$ cat src/rtl/imem_pkg.sv
// Shared constants for the instruction-memory controller: FSM encodings,
// default geometry and the NOP instruction returned for rejected fetches.
package imem_pkg;

    localparam int IMEM_DEPTH = 16;
    localparam int IMEM_AW    = 12;
    localparam int IMEM_DW    = 16;

    localparam logic [1:0] IDLE = 2'd0;
    localparam logic [1:0] LOAD = 2'd1;
    localparam logic [1:0] RUN  = 2'd2;

    localparam logic [15:0] NOP = 16'h0000;

endpackage

$ cat src/rtl/imem_ctrl.sv
// Instruction-memory controller: loads a program from a streaming loader, then
// serves CPU fetches. Define IMEM_BOUNDS_CHECK_EN to reject fetches >= DEPTH.
module imem_ctrl
    import imem_pkg::*;
#(
    parameter int DEPTH = IMEM_DEPTH,
    parameter int AW    = IMEM_AW,
    parameter int DW    = IMEM_DW
) (
    input  logic          clk,
    input  logic          rst,
    input  logic          load_start,
    input  logic [AW-1:0] ld_len,
    input  logic          ld_valid,
    input  logic [DW-1:0] ld_data,
    output logic          ld_ready,
    input  logic          run_start,
    input  logic          fetch_req,
    input  logic [AW-1:0] fetch_addr,
    output logic          fetch_valid,
    output logic [DW-1:0] fetch_data,
    output logic          fetch_err,
    output logic          cpu_run,
    output logic          load_done,
    output logic [AW-1:0] ld_count,
    output logic          we_im,
    output logic [AW-1:0] add_im,
    output logic [DW-1:0] data_im_in,
    input  logic [DW-1:0] out_im
);

    localparam logic [AW-1:0] DEPTH_W = AW'(DEPTH);
    localparam logic [AW-1:0] ONE     = AW'(1);

    logic [1:0]    state_reg, state_next;
    logic [AW-1:0] len_reg, len_next;
    logic [AW-1:0] ld_count_reg, ld_count_next;
    logic          load_done_reg, load_done_next;
    logic          fetch_valid_reg;
    logic          fetch_oob_reg;
    logic [AW-1:0] len_clamped;
    logic          wr_fire, rd_fire, rd_oob;

    assign len_clamped = (ld_len > DEPTH_W) ? DEPTH_W : ld_len;

    // ready drops once the latched length is reached, so a zero-length load never accepts
    assign ld_ready = (state_reg == LOAD) && (ld_count_reg < len_reg);
    assign wr_fire  = ld_ready && ld_valid && !load_start && !rst;
    assign rd_fire  = (state_reg == RUN) && fetch_req && !rst;

`ifdef IMEM_BOUNDS_CHECK_EN
    assign rd_oob    = (fetch_addr >= DEPTH_W);
    assign fetch_err = fetch_valid_reg && fetch_oob_reg;
`else
    assign rd_oob    = 1'b0;
    assign fetch_err = 1'b0;
`endif

    always_comb begin
        we_im      = 1'b0;
        add_im     = '0;
        data_im_in = '0;
        if (wr_fire) begin
            we_im      = 1'b1;
            add_im     = ld_count_reg;
            data_im_in = ld_data;
        end else if (rd_fire && !rd_oob) begin
            add_im = fetch_addr;
        end
    end

    always_comb begin
        state_next     = state_reg;
        len_next       = len_reg;
        ld_count_next  = ld_count_reg;
        load_done_next = 1'b0;
        case (state_reg)
            IDLE: begin
                if (load_start) begin
                    state_next    = LOAD;
                    len_next      = len_clamped;
                    ld_count_next = '0;
                end else if (run_start) begin
                    state_next = RUN;
                end
            end
            LOAD: begin
                if (load_start) begin
                    len_next      = len_clamped;
                    ld_count_next = '0;
                end else if (len_reg == '0) begin
                    state_next     = RUN;
                    load_done_next = 1'b1;
                end else if (wr_fire) begin
                    if (ld_count_reg < DEPTH_W) begin
                        ld_count_next = ld_count_reg + ONE;
                    end
                    if (ld_count_reg + ONE == len_reg) begin
                        state_next     = RUN;
                        load_done_next = 1'b1;
                    end
                end
            end
            RUN: begin
                if (load_start) begin
                    state_next    = LOAD;
                    len_next      = len_clamped;
                    ld_count_next = '0;
                end
            end
            default: state_next = IDLE;
        endcase
    end

    always_ff @(posedge clk) begin
        if (rst) begin
            state_reg       <= IDLE;
            len_reg         <= '0;
            ld_count_reg    <= '0;
            load_done_reg   <= 1'b0;
            fetch_valid_reg <= 1'b0;
            fetch_oob_reg   <= 1'b0;
        end else begin
            state_reg       <= state_next;
            len_reg         <= len_next;
            ld_count_reg    <= ld_count_next;
            load_done_reg   <= load_done_next;
            fetch_valid_reg <= rd_fire;
            fetch_oob_reg   <= rd_fire && rd_oob;
        end
    end

    assign cpu_run     = (state_reg == RUN);
    assign load_done   = load_done_reg;
    assign ld_count    = ld_count_reg;
    assign fetch_valid = fetch_valid_reg;
    assign fetch_data  = (fetch_valid_reg && !fetch_oob_reg) ? out_im : DW'(NOP);

endmodule

$ cat config.mk
export PLATFORM = sky130hd
export DESIGN_NAME = imem_ctrl
export DESIGN_NICKNAME = d
export VERILOG_FILES = /design/src/rtl/imem_pkg.sv /design/src/rtl/imem_ctrl.sv
export SDC_FILE = /design/constraint.sdc
export NUM_CORES = 1
export LEC_CHECK = 0
export ABC_AREA = 0
export CAP_MARGIN = 0
export CORE_ASPECT_RATIO = 1.75
export CORE_MARGIN = 3
export CORE_UTILIZATION = 41
export DETAILED_ROUTE_END_ITERATION = 10
export PLACE_DENSITY = 0.85
export SLEW_MARGIN = 25
export SYNTH_ARGS = -nofsm -noshare
export SYNTH_HDL_FRONTEND = slang
export SYNTH_SLANG_ARGS = --single-unit
$ cat constraint.sdc
create_clock -name clk -period 5.9 [get_ports clk]
set_input_delay 1.18 -clock clk [delete_from_list [all_inputs] [get_ports clk]]
set_output_delay 1.18 -clock clk [all_outputs]
set_load 0.03 [all_outputs]
* Word-level counts from Yosys, hierarchy flattened *
Index checks and enable logic that the tools add are counted.

operators by class
  add/subtract/negate cells = 1
  $mul = 0
  divide/modulo/power cells = 0
  $lt $le $gt $ge = 3
  eq/ne operators = 12
  shift-type cells = 0
  mux-type cells = 23
  bitwise gates (word level) = 1
  reduce and logical (&&, ||, !) cells = 17

operators with widths
  operator               number
  $mux 12                8
  $mux 16                2
  $pmux 12 s2            1
  $mux 2                 7
  $add 12x1->12 const B  1
  $eq 12x12->1           1
  $gt 12x5->1 const B    1
  $logic_not 12->1       1
  $lt 12x12->1           1
  $lt 12x5->1 const B    1
  $reduce_and 5->1       2
  $ne 3x3->1 const B     3
  $logic_and 1x1->1      6
  $ne 3x2->1 const B     2
  $pmux 2 s3             1
  $reduce_or 3->1        2
  $mux 1                 4
  $ne 2x2->1 const B     2
  $ne 3x1->1 const B     1
  $eq 2x1->1 const B     1
  $eq 2x2->1 const B     1
  $logic_not 1->1        2
  $logic_not 2->1        1
  $ne 2x1->1 const B     1
  4 further kinds        4

word-level totals
  flip-flop bits (word level) = 28
  bits in latches = 0
  RAM bits = 0
  ROM bits = 0
  bits of input ports = 62
  output and inout bits = 62
  word-level logic and storage cells = 62
  memories = 0

* Depth between registers and ports, before layout *
Gate-level depths: netlist of run 1.

  word-level depth = 9
  depth in mapped cells = 9
  mapped depth without buffers = 8

* Worst setup path after synthesis of run 1 *
No wires, ideal clock.

  kind = input -> output
  start = in rst
  end = out data_im_in[10]
  arrival = 2.772 ns
  required time = 4.720 ns
  slack = 1.948 ns
  stages on the path = 7
  path buffers = 2
  path through = clkbuf_1 -> nor2_1 -> nand2_1 -> a211oi_2 -> and3_1 -> clkbuf_1 -> and2_1

on the way
  longest elaborated chain between the ends = 3

RTL lines
  what                line             text
  start: declaration  imem_ctrl.sv:11  input logic rst,
  $logic_not 1->1     imem_ctrl.sv:48  assign wr_fire = ld_ready && ld_valid && !load_start && !rst;
  $logic_and 1x1->1   imem_ctrl.sv:48
  $mux 16             imem_ctrl.sv:63  if (wr_fire) begin
  end: declaration    imem_ctrl.sv:28  output logic [DW-1:0] data_im_in,

Every way passes these cells.

* Worst setup path in the final report of run 1 *
  start = in rst
  end = out add_im[8]

on the way
  longest elaborated chain between the ends = 4
  elaborated cells between the ends (all ways) = 5
  classes of those cells = mux (2); reduce/logical (3)

RTL lines
  what               line                              text
  $logic_not 1->1 *  imem_ctrl.sv:48, imem_ctrl.sv:49
  $logic_and 1x1->1  imem_ctrl.sv:49                   assign rd_fire = (state_reg == RUN) && fetch_req && !rst;
  $mux 12            imem_ctrl.sv:67                   end else if (rd_fire && !rd_oob) begin
  $mux 12 *          imem_ctrl.sv:63
  end: declaration   imem_ctrl.sv:27                   output logic [AW-1:0] add_im,

Mark *: on every way between the ends. The rest lies on a longest branch, timed or not.

==> results.py, run 1 <==
metrics = {
    "detailed_routing": {
        "wl_per_cell_um": 16.5,
        "ant_nets": 0,
        "drcViolationCount": 0,
        "drt_iter0_drc": 106,
        "first_pass_iters": 4,
        "via_per_inst": 5.62,
        "wl_um": 6970,
        "dr_total_vias": 2376,
    },
    "floorplan": {
        "start_util_pct": 43.3,
        "die-width_um": 59.8,
        "dieArea_um2": 5990,
        "io_pins": 124,
        "coreArea_um2": 4790,
        "die_h_um": 100,
        "num_rows": 33,
    },
    "worst_setup_path": {
        "reg2reg_depth": 8,
        "crit_type": "input pin to output pin",
        "endpoint_kind": "output pin",
        "crit_top_cell": "clkdlybuf4s50_1",
        "cp_top_family": "buffers and inverters",
        "cp_slowest_cell": "clkdlybuf4s50_1",
        "crit_arrival_ps": 3650,
        "critPathRequiredTime_ps": 4720,
        "worst_r2r_endpoint": "load_done$_SDFF_PP0_",
        "r2r-start": "ld_count[9]$_SDFFE_PP0P_",
        "ff2ff_setup_slack_ps": 3370,
        "slowest_delay_ps": 680,
        "critPathMaxFanout": 30,
        "cp_num_buf_inv": 3,
        "start_kind": "input pin",
        "crit_chain": "clkdlybuf4s50_1 > nor2_1 > nand2_1 > a211oi_2 > and3_1 > buf_4 > a22o_1 > clkdlybuf4s50_1",
    },
    "timing": {
        "skew_ps": 12.4,
        "min_period_ps": 4830,
        "slew_headroom_pct": 61.7,
        "tightest_slew_ps": 575,
        "tns_ps": 0,
        "rsz0062_at_grt": "no",
        "fmax_ghz": 0.207,
        "period_share_pct": 81.8,
        "finalHoldViolCount": 0,
        "slew_violations": 0,
        "finalSetupViolCount": 0,
    },
    "placed_design": {
        "placed_cell_area_um2": 3300,
        "dpl.hpwl_um": 5650,
        "port_buffers": 122,
        "dp.cells": 419,
        "gp_congestion": 0.964,
    },
    "pwr": {
        "power.switching_w": 0.0000925,
        "p_sw_share_pct": 23.7,
        "combPwrFrac_pct": 19.5,
        "seqPwrFrac_pct": 49.5,
        "p_int_w": 0.000298,
        "cellLeakagePower_nw": 1.29,
        "ir_drop_uv": 166,
        "power.density_nw_per_um2": 116,
        "clock_power_share_pct": 31.1,
    },
    "cts": {
        "clk_path_buf_depth": 2,
        "clk_latency_ps": 290,
        "ctsHoldBuffers": 0,
        "htree_levels": 1,
        "post-cts-setup-buffers": 0,
        "clk_pin_slew_ps": 90,
        "cts_tree": "done",
        "clock-sinks": 28,
        "cts_root_buffer": "clkbuf_8",
        "cts_resized": 0,
        "cts_buffers": 3,
    },
    "synthesis": {
        "ys.flop_type": "dfxtp_1",
        "synth_fp_nets": 331,
        "synth-async-reset-ratio_pct": 0,
        "avgSynthCellArea_um2": 8.11,
        "synth_cell_types": 52,
        "synth-warning-count": 0,
        "syn_area_um2": 2080,
        "synth_edf_count": 0,
        "synth-seq-cells": 28,
        "syn_inst": 256,
        "ys_seq_area_share_pct": 27.0,
    },
    "min_path": {
        "hp-start": "len_reg[11]$_SDFFE_PP0P_",
        "hp-class": "flip-flop to flip-flop",
        "min_to": "len_reg[11]$_SDFFE_PP0P_",
        "min_path_cells": 2,
    },
    "global_routing": {
        "grtUsageTotal_pct": 23.1,
        "grt_pass1_wl_um": 10700,
        "antenna_found_initial": 0,
        "overflow": 0,
        "grt_pass1_vias": 2335,
        "grt_max_degree": 31,
    },
    "finish": {
        "fin_cells": 423,
        "synthToLayoutAreaGrowth_pct": 61.7,
        "n_antenna_cell": 0,
        "final_cell_area_um2": 3360,
        "drive_above_1_share_pct": 3.77,
        "fill_cells": 386,
        "final_nets": 447,
    },
    "flow_run": {
        "maxCapViolCount": 0,
    },
    "run_status": {
        "status": "finished, final reports clean",
    },
}
metrics by stage:
step           total power [W]  setup WS [ps]  hold slack, ps  utilization (%)
5_1_grt               0.000400            921             533             70.1
3_5_place_dp          0.000273           1110             479             68.9
2_1_floorplan         0.000221           1950             458                -
6_report              0.000391           1070             492             70.1
4_1_cts               0.000389           1120             500             70.1
3_3_place_gp          0.000272           1180             478             68.9
logic make-up (layout without fill, tap and decap cells):
group	after synthesis	in the layout	share of synthesized area [%]
and+or+nand+nor	124	124	34.1
AOI/OAI and AO/OA	50	50	19.9
muxes	1	1	0.482
xor gates and xnor gates	10	10	4.22
buffers and inverters	29	144	6.33
other	1	1	0.181
DFF	28	28	27.0
adders and majority gates	13	13	7.84
placed cells by master (no fill, tap or decap), types with 2 or more instances in the layout:
cell type and count:
a2111oi_0 3, a211oi_1 3, a211oi_2 2, a21o_1 2, a21oi_1 9, a22o_1 12
a22oi_1 4, and2_1 34, and3_1 9, and4_1 2, clkbuf_8 4, clkdlybuf4s50_1 122
dfxtp_1 28, ha_1 13, inv_1 17, nand2_1 13, nand2b_1 2, nand3_1 10
nand4_1 6, nor2_1 20, nor2b_1 2, nor3_1 6, nor4_1 6, o21ai_0 3
or3_1 4, xnor2_1 5, xor2_1 5
layer usage:
metal	global-route usage (%)	routed length, µm	vias to the layer above
met5	0	0	-
li1	-	-	1155
met1	22.2	2380	1057
met4	11.3	278	0
met3	3.99	642	25
met2	44.1	3660	139
area by class of cell:
class / count / area (µm²) / area share, %
multi-input combinational: 199 / 1380 / 41.2
tap: 52 / 65.1 / 1.94
timing repair buffer: 123 / 1230 / 36.6
clock buffer: 4 / 55.1 / 1.64
inverter: 17 / 63.8 / 1.90
sequential: 28 / 561 / 16.7
worst max path at each step:
stage	cells after the start	end	start	slack, ps
2_1_floorplan	7	data_im_in[10]	rst	1950
5_1_grt	8	add_im[8]	rst	920
6_report	8	add_im[8]	rst	1070
3_3_place_gp	8	data_im_in[9]	rst	1180
4_1_cts	8	add_im[8]	rst	1120
3_5_place_dp	8	add_im[8]	rst	1110
worst min-delay path: stages, from the launching register on:
cell and delay, ps:
dfxtp_1 340, inv_1 70, nor2_1 40
cell usage after synthesis, drive strengths merged, types with 2 or more instances:
cell type	instances	share of area, %
nor4	6	1.8
a21o	2	0.72
buf	5	2.0
a21oi	9	2.2
and3	9	2.7
xnor2	5	2.1
clkbuf	7	1.3
nand2	13	2.4
nor2b	2	0.60
xor2	5	2.1
inv	17	3.1
and4	4	1.9
dfxtp	28	27
nor2	20	3.6
nand2b	2	0.60
nor3	6	1.4
and2	35	11
o21ai	3	0.72
or3	4	1.2
ha	13	7.8
nand3	10	2.4
nand4	6	1.8
a2111oi	4	2.6
a211oi	5	2.3
a22oi	4	1.4
a22o	13	5.5
power by group through the flow:
stage,Combinational (W),Clock [W],Sequential (W)
after global placement,0.0000745,0,0.000197
final,0.0000761,0.000121,0.000193
after floorplan,0.0000241,0,0.000197
after CTS,0.0000763,0.000120,0.000193
after detailed placement,0.0000759,0,0.000198
after global routing,0.0000808,0.000125,0.000194
Power figures use the tool's default switching activity.
==> run 2, diff against run 1 <==
--- a/config.mk
+++ b/config.mk
@@ -9,9 +9,9 @@
 export CAP_MARGIN = 0
 export CORE_ASPECT_RATIO = 1.75
 export CORE_MARGIN = 3
-export CORE_UTILIZATION = 41
+export CORE_UTILIZATION = 34
 export DETAILED_ROUTE_END_ITERATION = 10
-export PLACE_DENSITY = 0.85
+export PLACE_DENSITY = 0.75
 export SLEW_MARGIN = 25
 export SYNTH_ARGS = -nofsm -noshare
 export SYNTH_HDL_FRONTEND = slang
==> constraint.sdc (replaced) <==
create_clock -name clk -period 4.2 [get_ports clk]
set_input_delay 0.84 -clock clk [delete_from_list [all_inputs] [get_ports clk]]
set_output_delay 0.84 -clock clk [all_outputs]
set_load 0.03 [all_outputs]
==> run 2 against run 1 <==
  * Total power increased by 37%
  * Non-clock buffer count unchanged
  * First-iteration DRC count decreased by 42%
  * Register-to-register slack got worse by 1800 ps
  * Worst hold slack improved by 3.2 ps
  * Sequential cell count unchanged
  * Utilization decreased by 13 points
  * Sequential power increased by 40%
  * Critical endpoint is now add_im[2]
==> results.py, run 2 (synthesized netlist as in run 1, its figures left out) <==
metrics = {
    "run_status": {
        "status": "finished, final reports clean",
    },
    "global_routing": {
        "grtUsageTotal_pct": 19.4,
        "grt_max_degree": 28,
        "overflow": 0,
        "antenna_found_initial": 0,
        "grt_pass1_vias": 2308,
        "grt_pass1_wl_um": 10800,
    },
    "detailed_routing": {
        "wl_per_cell_um": 15.3,
        "drcViolationCount": 0,
        "ant_nets": 0,
        "via_per_inst": 5.27,
        "dr_total_vias": 2366,
        "wl_um": 6860,
        "first_pass_iters": 4,
        "drt_iter0_drc": 62,
    },
    "timing": {
        "finalSetupViolCount": 0,
        "slew_headroom_pct": 64.3,
        "tightest_slew_ps": 535,
        "min_period_ps": 3680,
        "finalHoldViolCount": 0,
        "skew_ps": 7.80,
        "hold_ws_ps": 496,
        "rsz0062_at_grt": "no",
        "slew_violations": 0,
        "fin_ws_ps": 520,
        "tns_ps": 0,
        "fmax_ghz": 0.272,
        "period_share_pct": 87.6,
    },
    "cts": {
        "htree_levels": 1,
        "cts_resized": 0,
        "clk_latency_ps": 270,
        "cts_root_buffer": "clkbuf_8",
        "clk_pin_slew_ps": 80,
        "clock-sinks": 28,
        "ctsHoldBuffers": 0,
        "cts_buffers": 3,
        "cts_tree": "done",
        "post-cts-setup-buffers": 0,
        "clk_path_buf_depth": 2,
    },
    "worst_setup_path": {
        "ff2ff_setup_slack_ps": 1590,
        "critPathRequiredTime_ps": 3360,
        "crit_arrival_ps": 2840,
        "crit_type": "input pin to output pin",
        "endpoint_kind": "output pin",
        "start_kind": "input pin",
        "critPathMaxFanout": 27,
    },
    "pwr": {
        "cellLeakagePower_nw": 1.35,
        "ir_drop_uv": 172,
        "p_sw_share_pct": 22.2,
        "p_int_w": 0.000418,
        "clock_power_share_pct": 29.9,
        "combPwrFrac_pct": 19.5,
        "power.switching_w": 0.000119,
        "power.density_nw_per_um2": 161,
        "seqPwrFrac_pct": 50.5,
    },
    "finish": {
        "post-route-util_pct": 56.6,
        "final_nets": 447,
        "seq_area_um2": 561,
        "final_cell_area_um2": 3330,
        "n_antenna_cell": 0,
        "multiInputGateArea_um2": 1380,
        "final_common_cell": "clkdlybuf4s50_1",
        "drive_above_1_share_pct": 11.6,
        "layout_common_cells": "clkdlybuf4s50_1, and2_1, buf_4",
        "fill_cells": 572,
        "synthToLayoutAreaGrowth_pct": 60.4,
    },
    "floorplan": {
        "coreArea_um2": 5880,
        "dieArea_um2": 7120,
        "start_util_pct": 35.3,
        "io_pins": 124,
        "num_rows": 37,
        "die-width_um": 65.1,
        "die_h_um": 109,
    },
    "placed_design": {
        "placed_cell_area_um2": 3270,
        "gp_congestion": 0.899,
        "dpl.hpwl_um": 5760,
        "place_ws_ps": 510,
        "port_buffers": 122,
    },
    "flow_run": {
        "maxCapViolCount": 0,
    },
    "min_path": {
        "hp-class": "flip-flop to flip-flop",
    },
}
run 2: cell count changes in the layout (fill, tap and decap cells not counted):
cell / change
clkdlybuf4s50_1: -29
buf_12: +1
buf_4: +28
run 2: layer usage:
metal  GRT usage [%]  share of wire [%]  wire [µm]  vias up
li1                -                  -          -     1155
met2            37.9                 52       3570      127
met4            9.94                4.0        277        0
met3            4.19                9.1        627       20
met5               0                  0          0        -
met1            18.3                 35       2380     1064
run 2: area by class of cell:
| type | instances | share of cell area, % |
|---|---|---|
| flip-flops and latches | 28 | 16.8 |
| inverters | 17 | 1.92 |
| clock buffers | 4 | 1.65 |
| multi-input cells | 199 | 41.6 |
| repair buffers | 123 | 35.1 |
| well taps | 78 | 2.93 |
run 2: final timing paths:
kind | end | cells past startpoint | startpoint
worst max-delay path | add_im[2] | 8 | rst
worst min-delay path | len_reg[7]$_SDFFE_PP0P_ | 2 | len_reg[7]$_SDFFE_PP0P_
worst max register to register | load_done$_SDFF_PP0_ | 8 | ld_count[9]$_SDFFE_PP0P_
worst min register to register | len_reg[7]$_SDFFE_PP0P_ | 2 | len_reg[7]$_SDFFE_PP0P_
run 2: power by group through the flow:
| stage | logic, W | clock network, W | registers (W) |
|---|---|---|---|
| CTS | 0.000106 | 0.000167 | 0.000271 |
| floorplan | 0.0000338 | 0 | 0.000277 |
| global route | 0.000113 | 0.000175 | 0.000272 |
| finish | 0.000105 | 0.000161 | 0.000271 |
| detailed placement | 0.000106 | 0 | 0.000278 |
| global placement | 0.000105 | 0 | 0.000278 |
run 2: per-stage QoR:
| stage | std cells | power, W |
|---|---|---|
| after floorplan | 256 | 0.000311 |
| after global placement | 445 | 0.000382 |
| after detailed placement | 445 | 0.000383 |
| after CTS | 449 | 0.000544 |
| after global routing | 449 | 0.000560 |
| final | 449 | 0.000537 |
run 2: worst max-delay path: stages:
cell             delay [ps]
clkdlybuf4s50_1         530
nor2_1                  250
nand2_1                 100
a211oi_2                190
and3_1                  290
buf_4                   290
a22o_2                  220
buf_12                  120
